`config.mk`:
```
export PLATFORM = sky130hd
export DESIGN_NAME = uart_receiver
export DESIGN_NICKNAME = d
export VERILOG_FILES = /design/src/rtl/uart_receiver_pkg.sv /design/src/rtl/uart_baud_gen.sv /design/src/rtl/uart_receiver.sv
export SDC_FILE = /design/constraint.sdc
export NUM_CORES = 1
export LEC_CHECK = 0
export CAP_MARGIN = 10
export CORE_AREA = 2 2 67 69
export CTS_BUF_LIST = sky130_fd_sc_hd__clkbuf_8
export DETAILED_ROUTE_END_ITERATION = 12
export DIE_AREA = 0 0 69 71
export GPL_TIMING_DRIVEN = 0
export PLACE_DENSITY_LB_ADDON = 0.1
export SLEW_MARGIN = 30
export SYNTH_ARGS = -nofsm -noshare
export SYNTH_HDL_FRONTEND = slang
export SYNTH_HIERARCHICAL = 1
export SYNTH_SLANG_ARGS = --single-unit
```
`constraint.sdc`:
```
create_clock -name clk -period 5.9 [get_ports clk]
set_clock_uncertainty 0.2 [all_clocks]
set_input_delay 1.18 -clock clk [delete_from_list [all_inputs] [get_ports clk]]
set_output_delay 1.18 -clock clk [all_outputs]
set_load 0.005 [all_outputs]
```
`src/rtl/uart_receiver_pkg.sv`:
```
// Shared UART definitions: word-length encodings, receiver state encodings, default line setup.
package uart_receiver_pkg;

  localparam int unsigned DefClkFreq  = 100_000_000;
  localparam int unsigned DefBaudRate = 9600;

  localparam logic [1:0] WordLen5 = 2'b00;
  localparam logic [1:0] WordLen6 = 2'b01;
  localparam logic [1:0] WordLen7 = 2'b10;
  localparam logic [1:0] WordLen8 = 2'b11;

  localparam logic [2:0] StIdle   = 3'd0;
  localparam logic [2:0] StStart  = 3'd1;
  localparam logic [2:0] StData   = 3'd2;
  localparam logic [2:0] StParity = 3'd3;
  localparam logic [2:0] StStop1  = 3'd4;
  localparam logic [2:0] StStop2  = 3'd5;
  localparam logic [2:0] StBreak  = 3'd6;

  function automatic logic [3:0] word_bits(input logic [1:0] word_length);
    word_bits = 4'd8;
    unique case (word_length)
      WordLen5: word_bits = 4'd5;
      WordLen6: word_bits = 4'd6;
      WordLen7: word_bits = 4'd7;
      WordLen8: word_bits = 4'd8;
    endcase
  endfunction

endpackage

```
`src/rtl/uart_baud_gen.sv`:
```
// Free-running oversample tick generator: one-cycle tick every CLK_FREQ/(BAUD_RATE*OVERSAMPLE) clks.
module uart_baud_gen
  import uart_receiver_pkg::*;
#(
  parameter int unsigned CLK_FREQ   = DefClkFreq,
  parameter int unsigned BAUD_RATE  = DefBaudRate,
  parameter int unsigned OVERSAMPLE = 16
) (
  input  logic clk,
  input  logic rst,
  output logic tick
);

  localparam int unsigned Div  = CLK_FREQ / (BAUD_RATE * OVERSAMPLE);
  localparam int unsigned CntW = (Div > 1) ? $clog2(Div) : 1;
  localparam logic [CntW-1:0] Last = CntW'(Div - 1);

  logic [CntW-1:0] cnt_q;

  always_ff @(posedge clk) begin
    if (rst) begin
      cnt_q <= '0;
    end else if (cnt_q == Last) begin
      cnt_q <= '0;
    end else begin
      cnt_q <= cnt_q + CntW'(1);
    end
  end

  assign tick = (cnt_q == Last);

endmodule

```
`src/rtl/uart_receiver.sv`:
```
// 16x-oversampled UART receive stage: synchronizer, framing FSM, shift register, parity/stop checks.
module uart_receiver
  import uart_receiver_pkg::*;
#(
  parameter int unsigned DATA_WIDTH = 8,
  parameter int unsigned CLK_FREQ   = DefClkFreq,
  parameter int unsigned BAUD_RATE  = DefBaudRate,
  parameter int unsigned OVERSAMPLE = 16
) (
  input  logic                  clk,
  input  logic                  rst,
  input  logic                  rx,
  input  logic                  parity_en,
  input  logic                  two_stop_bits,
  input  logic [1:0]            word_length,
  output logic [DATA_WIDTH-1:0] data_out,
  output logic                  data_valid,
  output logic                  parity_err,
  output logic                  frame_err,
  output logic                  rx_busy
);

  localparam int unsigned CntW = $clog2(OVERSAMPLE);
  localparam logic [CntW-1:0] HalfLast = CntW'(OVERSAMPLE / 2 - 1);
  localparam logic [CntW-1:0] FullLast = CntW'(OVERSAMPLE - 1);

  logic                  tick;
  logic                  rx_meta_q, rx_sync_q;
  logic [2:0]            state_q, state_d;
  logic [CntW-1:0]       cnt_q, cnt_d;
  logic [3:0]            idx_q, idx_d;
  logic [3:0]            nbits_q, nbits_d;
  logic                  par_en_q, par_en_d, two_stop_q, two_stop_d;
  logic                  par_bit_q, par_bit_d, stop_err_q, stop_err_d;
  logic [DATA_WIDTH-1:0] shift_q, shift_d;
  logic [DATA_WIDTH-1:0] data_out_q, data_out_d;
  logic                  valid_q, valid_d, perr_q, perr_d, ferr_q, ferr_d;
  logic                  mid, finish, stop_low;

  uart_baud_gen #(
    .CLK_FREQ  (CLK_FREQ),
    .BAUD_RATE (BAUD_RATE),
    .OVERSAMPLE(OVERSAMPLE)
  ) u_baud_gen (
    .clk (clk),
    .rst (rst),
    .tick(tick)
  );

  // Half a bit into START lands on the bit centre; every later sample is a full bit on.
  assign mid = tick && (cnt_q == ((state_q == StStart) ? HalfLast : FullLast));

  always_comb begin
    state_d    = state_q;
    idx_d      = idx_q;
    nbits_d    = nbits_q;
    par_en_d   = par_en_q;
    two_stop_d = two_stop_q;
    par_bit_d  = par_bit_q;
    stop_err_d = stop_err_q;
    shift_d    = shift_q;
    data_out_d = data_out_q;
    valid_d    = 1'b0;
    perr_d     = perr_q;
    ferr_d     = ferr_q;
    finish     = 1'b0;
    stop_low   = 1'b0;

    unique case (state_q)
      StIdle: begin
        if (tick && !rx_sync_q) begin
          state_d    = StStart;
          shift_d    = '0;
          nbits_d    = word_bits(word_length);
          par_en_d   = parity_en;
          two_stop_d = two_stop_bits;
          stop_err_d = 1'b0;
        end
      end
      StStart: begin
        if (mid) begin
          state_d = rx_sync_q ? StIdle : StData;
          idx_d   = 4'd0;
        end
      end
      StData: begin
        if (mid) begin
          shift_d = shift_q | (DATA_WIDTH'(rx_sync_q) << idx_q);
          if (idx_q == nbits_q - 4'd1) begin
            state_d = par_en_q ? StParity : StStop1;
          end else begin
            idx_d = idx_q + 4'd1;
          end
        end
      end
      StParity: begin
        if (mid) begin
          par_bit_d = rx_sync_q;
          state_d   = StStop1;
        end
      end
      StStop1: begin
        if (mid) begin
          stop_err_d = !rx_sync_q;
          if (two_stop_q) begin
            state_d = StStop2;
          end else begin
            finish   = 1'b1;
            stop_low = !rx_sync_q;
          end
        end
      end
      StStop2: begin
        if (mid) begin
          finish   = 1'b1;
          stop_low = stop_err_q || !rx_sync_q;
        end
      end
      StBreak: begin
        if (rx_sync_q) state_d = StIdle;
      end
      default: state_d = StIdle;
    endcase

    if (finish) begin
      valid_d    = 1'b1;
      data_out_d = shift_q;
      perr_d     = par_en_q && (^{shift_q, par_bit_q});
      ferr_d     = stop_low;
      // A line still low at the final stop centre is a break, not a new start bit.
      state_d    = rx_sync_q ? StIdle : StBreak;
    end

    if (state_d != state_q || mid) begin
      cnt_d = '0;
    end else if (tick) begin
      cnt_d = cnt_q + CntW'(1);
    end else begin
      cnt_d = cnt_q;
    end
  end

  always_ff @(posedge clk) begin
    if (rst) begin
      rx_meta_q  <= 1'b1;
      rx_sync_q  <= 1'b1;
      state_q    <= StIdle;
      cnt_q      <= '0;
      idx_q      <= 4'd0;
      nbits_q    <= 4'd8;
      par_en_q   <= 1'b0;
      two_stop_q <= 1'b0;
      par_bit_q  <= 1'b0;
      stop_err_q <= 1'b0;
      shift_q    <= '0;
      data_out_q <= '0;
      valid_q    <= 1'b0;
      perr_q     <= 1'b0;
      ferr_q     <= 1'b0;
    end else begin
      rx_meta_q  <= rx;
      rx_sync_q  <= rx_meta_q;
      state_q    <= state_d;
      cnt_q      <= cnt_d;
      idx_q      <= idx_d;
      nbits_q    <= nbits_d;
      par_en_q   <= par_en_d;
      two_stop_q <= two_stop_d;
      par_bit_q  <= par_bit_d;
      stop_err_q <= stop_err_d;
      shift_q    <= shift_d;
      data_out_q <= data_out_d;
      valid_q    <= valid_d;
      perr_q     <= perr_d;
      ferr_q     <= ferr_d;
    end
  end

  assign data_out   = data_out_q;
  assign data_valid = valid_q;
  assign parity_err = perr_q;
  assign frame_err  = ferr_q;
  assign rx_busy    = (state_q != StIdle);

endmodule

```
==> results of run 1 <==
[where the power goes]
part	internal (W)	total [W]	switching [W]
registers	0.000340	0.000342	0.00000253
clock network	0.000125	0.000236	0.000111
logic	0.00000815	0.0000189	0.0000107
[stage by stage]
| stage | setup slack (ns) | instances | total power, W | instance area, sq um |
|---|---|---|---|---|
| final | 2.84 | 344 | 0.000597 | 2750 |
| after global routing | 2.61 | 344 | 0.000619 | 2750 |
| after CTS | 2.83 | 344 | 0.000602 | 2750 |
| after detailed placement | 2.92 | 336 | 0.000369 | 2640 |
| after global placement | 2.98 | 336 | 0.000369 | 2640 |
| after floorplan | 3.44 | 266 | 0.000360 | 2400 |
[cell usage after synthesis (4+ instances only)]
master    count  share of area
inv_1        13          0.020
o21ai_0       7          0.015
a21oi_1      18          0.038
mux2i_1      15          0.063
buf_2         5          0.010
nand2_1      10          0.016
nand4_1       4          0.010
ha_1          9          0.047
clkbuf_1      6         0.0094
nor2b_1       4          0.010
xor2_1        6          0.022
nor2_1       42          0.066
or3_1         6          0.016
dfxtp_1      50           0.42
xnor2_1      13          0.047
nand3_1      10          0.021
[final timing paths]
path / from / cells past startpoint / to
hold / removal: rx_meta_q / 1 / rx_sync_q
hold reg to reg: rx_meta_q / 1 / rx_sync_q
setup reg to reg: u_baud_gen/cnt_q[4] / 9 / shift_q[3]
setup / recovery: state_q[0] / 3 / rx_busy
[routing by layer]
| layer | vias up | wire length, um | GRT usage |
|---|---|---|---|
| met5 | - | 0 | 0 |
| met4 | 0 | 56 | 0.0588 |
| met3 | 6 | 176 | 0.0442 |
| met2 | 35 | 2030 | 0.330 |
| met1 | 873 | 2280 | 0.276 |
| li1 | 976 | - | - |
[cell families (layout without fill, tap and decap cells)]
| group | count (synthesis) | after routing | synth area share |
|---|---|---|---|
| adder cells (fa/ha/maj) | 9 | 9 | 0.0469 |
| AND/OR/NAND/NOR | 102 | 102 | 0.223 |
| flip-flops | 50 | 50 | 0.417 |
| XOR/XNOR | 21 | 21 | 0.0887 |
| AO/OA/AOI/OAI | 43 | 43 | 0.115 |
| buffers and inverters | 26 | 52 | 0.0464 |
| multiplexers | 15 | 15 | 0.0626 |
[state kept, by name, summed over array words and instances (netlist names)]
| register | cells |
|---|---|
| frame_err | 1 |
| cnt_q | 4 |
| two_stop_q | 1 |
| u_baud_gen/cnt_q | 10 |
| stop_err_q | 1 |
| parity_err | 1 |
| par_en_q | 1 |
| shift_q | 8 |
| rx_sync_q | 1 |
| nbits_q | 4 |
| rx_meta_q | 1 |
| data_valid | 1 |
| par_bit_q | 1 |
| data_out | 8 |
| state_q | 3 |
| idx_q | 4 |
[final cells by class]
class                           count  share of cell area
Buffer                             13              0.0227
Clock buffer                        5              0.0250
Clock inverter                      3              0.0150
Inverter                           13              0.0177
Multi-Input combinational cell    190               0.467
Sequential cell                    50               0.363
Tap cell                           52              0.0236
Timing Repair Buffer               18              0.0654
==> flow_metrics.py, run 1 <==
metrics = {
    "hold_path": {
        "min_path_type": "flop to flop",
    },
    "critical_path": {
        "r2r_slack_ns": 2.91,
        "criticalPathCategory": "flop to output port",
        "crit_buf_inv": 2,
        "slowest_stage": "clkdlybuf4s50_1",
        "critPathMaxFanout": 10,
        "crit_path_end_kind": "output port",
        "crit_family": "buffers and inverters",
        "critPathMaxStageDelay_ns": 0.45,
        "cp_data_arrival_time_ns": 1.68,
        "required_ns": 4.52,
        "start_kind": "flop",
        "crit_chain": "clkbuf_1 > or3_1 > clkdlybuf4s50_1",
    },
    "synth": {
        "synth_nets": 282,
        "synth_area_sq_um": 2400,
        "ys_ff_latch": 50,
        "synth_cell_type_count": 49,
        "netlist_instances": 266,
        "ys_seq_area_frac": 0.417,
        "yosysWarningCount": 6,
        "synth_edf_count": 0,
        "ys_async_sr_fraction": 0,
        "yosys_most_used_dff": "dfxtp_1",
        "synth.avg_cell_area_sq_um": 9.02,
    },
    "floorplanning": {
        "initial_utilization": 0.571,
        "die_area_sq_um": 4900,
        "core_area_sq_um": 4200,
        "die_width_um": 69,
        "rows": 24,
        "boundaryPins": 19,
        "fp.dieH_um": 71,
    },
    "grt": {
        "grt_pass1_wl_um": 8160,
        "grt_pass1_vias": 1800,
        "grt.overflow.total": 0,
        "grt_max_degree": 16,
        "antenna_found_initial": 0,
        "track_usage": 0.204,
    },
    "timing": {
        "max_slew_margin": 0.476,
        "final_max_slew_viol_count": 0,
        "tns_ns": 0,
        "rsz0062_at_grt": "no",
        "worst_pin_slew_ns": 0.775,
        "finalCritPeriodShare": 0.519,
        "holdWs_ns": 0.219,
        "clock.fmax_mhz": 326,
        "setup_viol": 0,
        "hold_violations": 0,
        "period_needed_ns": 3.06,
    },
    "routing": {
        "drc": 0,
        "first_pass_iters": 4,
        "wl_per_cell_um": 13.2,
        "totalWireLength_um": 4550,
        "drt_iter0_markers": 160,
        "routed_via_density": 5.49,
        "ant_nets": 0,
        "vias": 1890,
    },
    "clock_network": {
        "path_clk_slew_ns": 0.09,
        "clockBufferDepth": 2,
        "cts_setup_buffers": 0,
        "cts_tree": "done",
        "cts.sinks": 50,
        "ctsHoldBuffers": 0,
        "cts.htree.levels": 2,
        "clock_latency_ns": 0.30,
        "cts_resized": 0,
        "cts_buffers": 5,
        "cts_root_buffer": "clkbuf_8",
    },
    "final_layout": {
        "layout-drive-gt1-share": 0.0822,
        "final_cell_mix": "50 x dfxtp_1, 42 x nor2_1, 18 x a21oi_1, 18 x clkdlybuf4s50_1, 15 x mux2i_1",
        "area_growth_pct": 14.8,
        "ff_latch_area_sq_um": 1000,
        "num-nets-final": 307,
        "antennaDiodeCount": 0,
        "multiInputGateArea_sq_um": 1290,
        "fill_cells": 388,
        "postLayoutCoreUtil": 0.655,
        "final_common_cell": "dfxtp_1",
    },
    "pwr": {
        "powerDensity_nw_per_um2": 217,
        "total_leakage_power_nw": 1.01,
        "max-vdd-ir-drop_uv": 224,
    },
    "place": {
        "hpwl_um": 3280,
        "gp_congestion": 0.820,
        "portBuffers": 18,
    },
    "job": {
        "maxCapViolCount": 0,
    },
    "outcome": {
        "outcome": "finished clean",
    },
}
(Power assumes the default switching activity.)
==> run 2, diff against run 1 <==
- clock period: 5.9 -> 3 ns (I/O delays scaled with it)
==> run 2 against run 1 <==
Effect of this change:
- wire length rose by 1.9%
- first-iteration DRC count fell by 4.4%
- sequential cell count did not move
- highest routed layer unchanged
==> flow_metrics.py, run 2 (same netlist as run 1, synthesis figures left out) <==
metrics = {
    "final_layout": {
        "largest_register": "u_baud_gen/cnt_q",
        "antennaDiodeCount": 0,
        "area_growth_pct": 16.0,
        "largest_reg_flops": 10,
        "final_common_cell": "dfxtp_1",
        "final_cell_mix": "50 x dfxtp_1, 42 x nor2_1, 18 x a21oi_1, 18 x clkdlybuf4s50_1, 15 x mux2i_1",
        "final_cell_area_sq_um": 2780,
        "layout.cells.non_filler": 344,
        "num-nets-final": 307,
        "layout-drive-gt1-share": 0.0925,
    },
    "routing": {
        "drc": 0,
        "vias": 1887,
        "routed_via_density": 5.49,
        "ant_nets": 0,
        "wl_per_cell_um": 13.5,
        "drt_iter0_markers": 153,
        "totalWireLength_um": 4630,
        "first_pass_iters": 4,
    },
    "clock_network": {
        "clock_latency_ns": 0.30,
        "cts_resized": 0,
        "cts_setup_buffers": 0,
        "path_clk_slew_ns": 0.09,
        "cts.htree.levels": 2,
        "cts.sinks": 50,
        "ctsHoldBuffers": 0,
        "clockBufferDepth": 2,
        "cts_tree": "done",
        "cts_buffers": 5,
        "cts_root_buffer": "clkbuf_8",
    },
    "grt": {
        "grtUsageMet3": 0.0442,
        "grt.busiest_layer": "met2",
        "track_usage": 0.204,
        "gr-usage-met2": 0.330,
        "grt_pass1_vias": 1800,
        "grt_max_degree": 16,
        "met1_usage": 0.276,
        "grt.overflow.total": 0,
        "grt_pass1_wl_um": 8160,
        "antenna_found_initial": 0,
    },
    "floorplanning": {
        "die_width_um": 69,
        "die_area_sq_um": 4900,
        "initial_utilization": 0.571,
        "core_area_sq_um": 4200,
        "rows": 24,
        "fp.dieH_um": 71,
        "boundaryPins": 19,
    },
    "critical_path": {
        "required_ns": 2.98,
        "cp_common_cell": "buf_2",
        "slowest_stage": "dfxtp_1",
        "critPathMaxFanout": 10,
        "critPathMaxStageDelay_ns": 0.36,
        "criticalPathCategory": "flop to flop",
        "crit_chain": "nor4b_2 > and4_1 > buf_2 > and4_1 > buf_2 > nand2_1 > nor2_1 > buf_2 > mux2i_1 > nor2_1",
        "crit_path_end_kind": "flop",
        "start_kind": "flop",
        "cp_data_arrival_time_ns": 2.72,
    },
    "pwr": {
        "max-vdd-ir-drop_uv": 439,
        "powerDensity_nw_per_um2": 422,
        "total_leakage_power_nw": 1.02,
        "total_power_w": 0.00117,
    },
    "timing": {
        "finalCritPeriodShare": 0.913,
        "setup_viol": 0,
        "final_max_slew_viol_count": 0,
        "max_slew_margin": 0.560,
        "period_needed_ns": 2.74,
        "tns_ns": 0,
        "worst_pin_slew_ns": 0.661,
        "holdWs_ns": 0.219,
        "rsz0062_at_grt": "no",
        "hold_violations": 0,
        "clock.fmax_mhz": 365,
    },
    "job": {
        "maxCapViolCount": 0,
    },
    "place": {
        "gp_congestion": 0.820,
        "portBuffers": 18,
        "dp_cells": 336,
        "hpwl_um": 3280,
        "dpl_cell_area_sq_um": 2640,
    },
    "outcome": {
        "outcome": "finished clean",
    },
    "hold_path": {
        "min_path_type": "flop to flop",
    },
}
run 2: cell counts in the layout (fill, tap and decap cells not counted):
Identical to the previous run, type by type.
run 2: area by class of cell:
class                      instances  area (sq um)
fill                             382          1420
multi-input combinational        190          1310
sequential                        50          1000
timing repair buffer              18           180
clock buffer                       5          68.8
tap                               52          65.1
buffer                            13          62.6
inverter                          13          48.8
clock inverter                     3          41.3
run 2: layer usage:
layer	wire length, um	vias up
li1	-	969
met1	2280	880
met2	2130	32
met3	158	6
met4	56	0
met5	0	-
run 2: stage by stage:
stage / utilization / setup WS [ns]
2_1_floorplan: - / 0.541
3_3_place_gp: 0.629 / 0.0822
3_5_place_dp: 0.629 / 0.0165
4_1_cts: 0.655 / 0.00739
5_1_grt: 0.662 / 0.0158
6_report: 0.662 / 0.260
run 2: power breakdown:
group | total [W] | switching [W] | internal [W]
Combinational | 0.0000375 | 0.0000214 | 0.0000161
Sequential | 0.000673 | 0.00000514 | 0.000668
Clock | 0.000463 | 0.000218 | 0.000245
Total | 0.00117 | 0.000244 | 0.000929
run 2: worst max-delay path, delay by kind of cell (launching register included):
family        cells  cell delay [ns]
buf+inv           3             0.70
mux               1             0.22
flops             1             0.36
simple gates      6             1.13
run 2: worst paths after layout:
kind | start | to | slack (ns) | cells past startpoint
setup / recovery | u_baud_gen/cnt_q[4] | data_out[0] | 0.26 | 10
hold / removal | rx_meta_q | rx_sync_q | 0.22 | 1
setup reg to reg | u_baud_gen/cnt_q[4] | data_out[0] | 0.26 | 10
hold reg to reg | rx_meta_q | rx_sync_q | 0.22 | 1
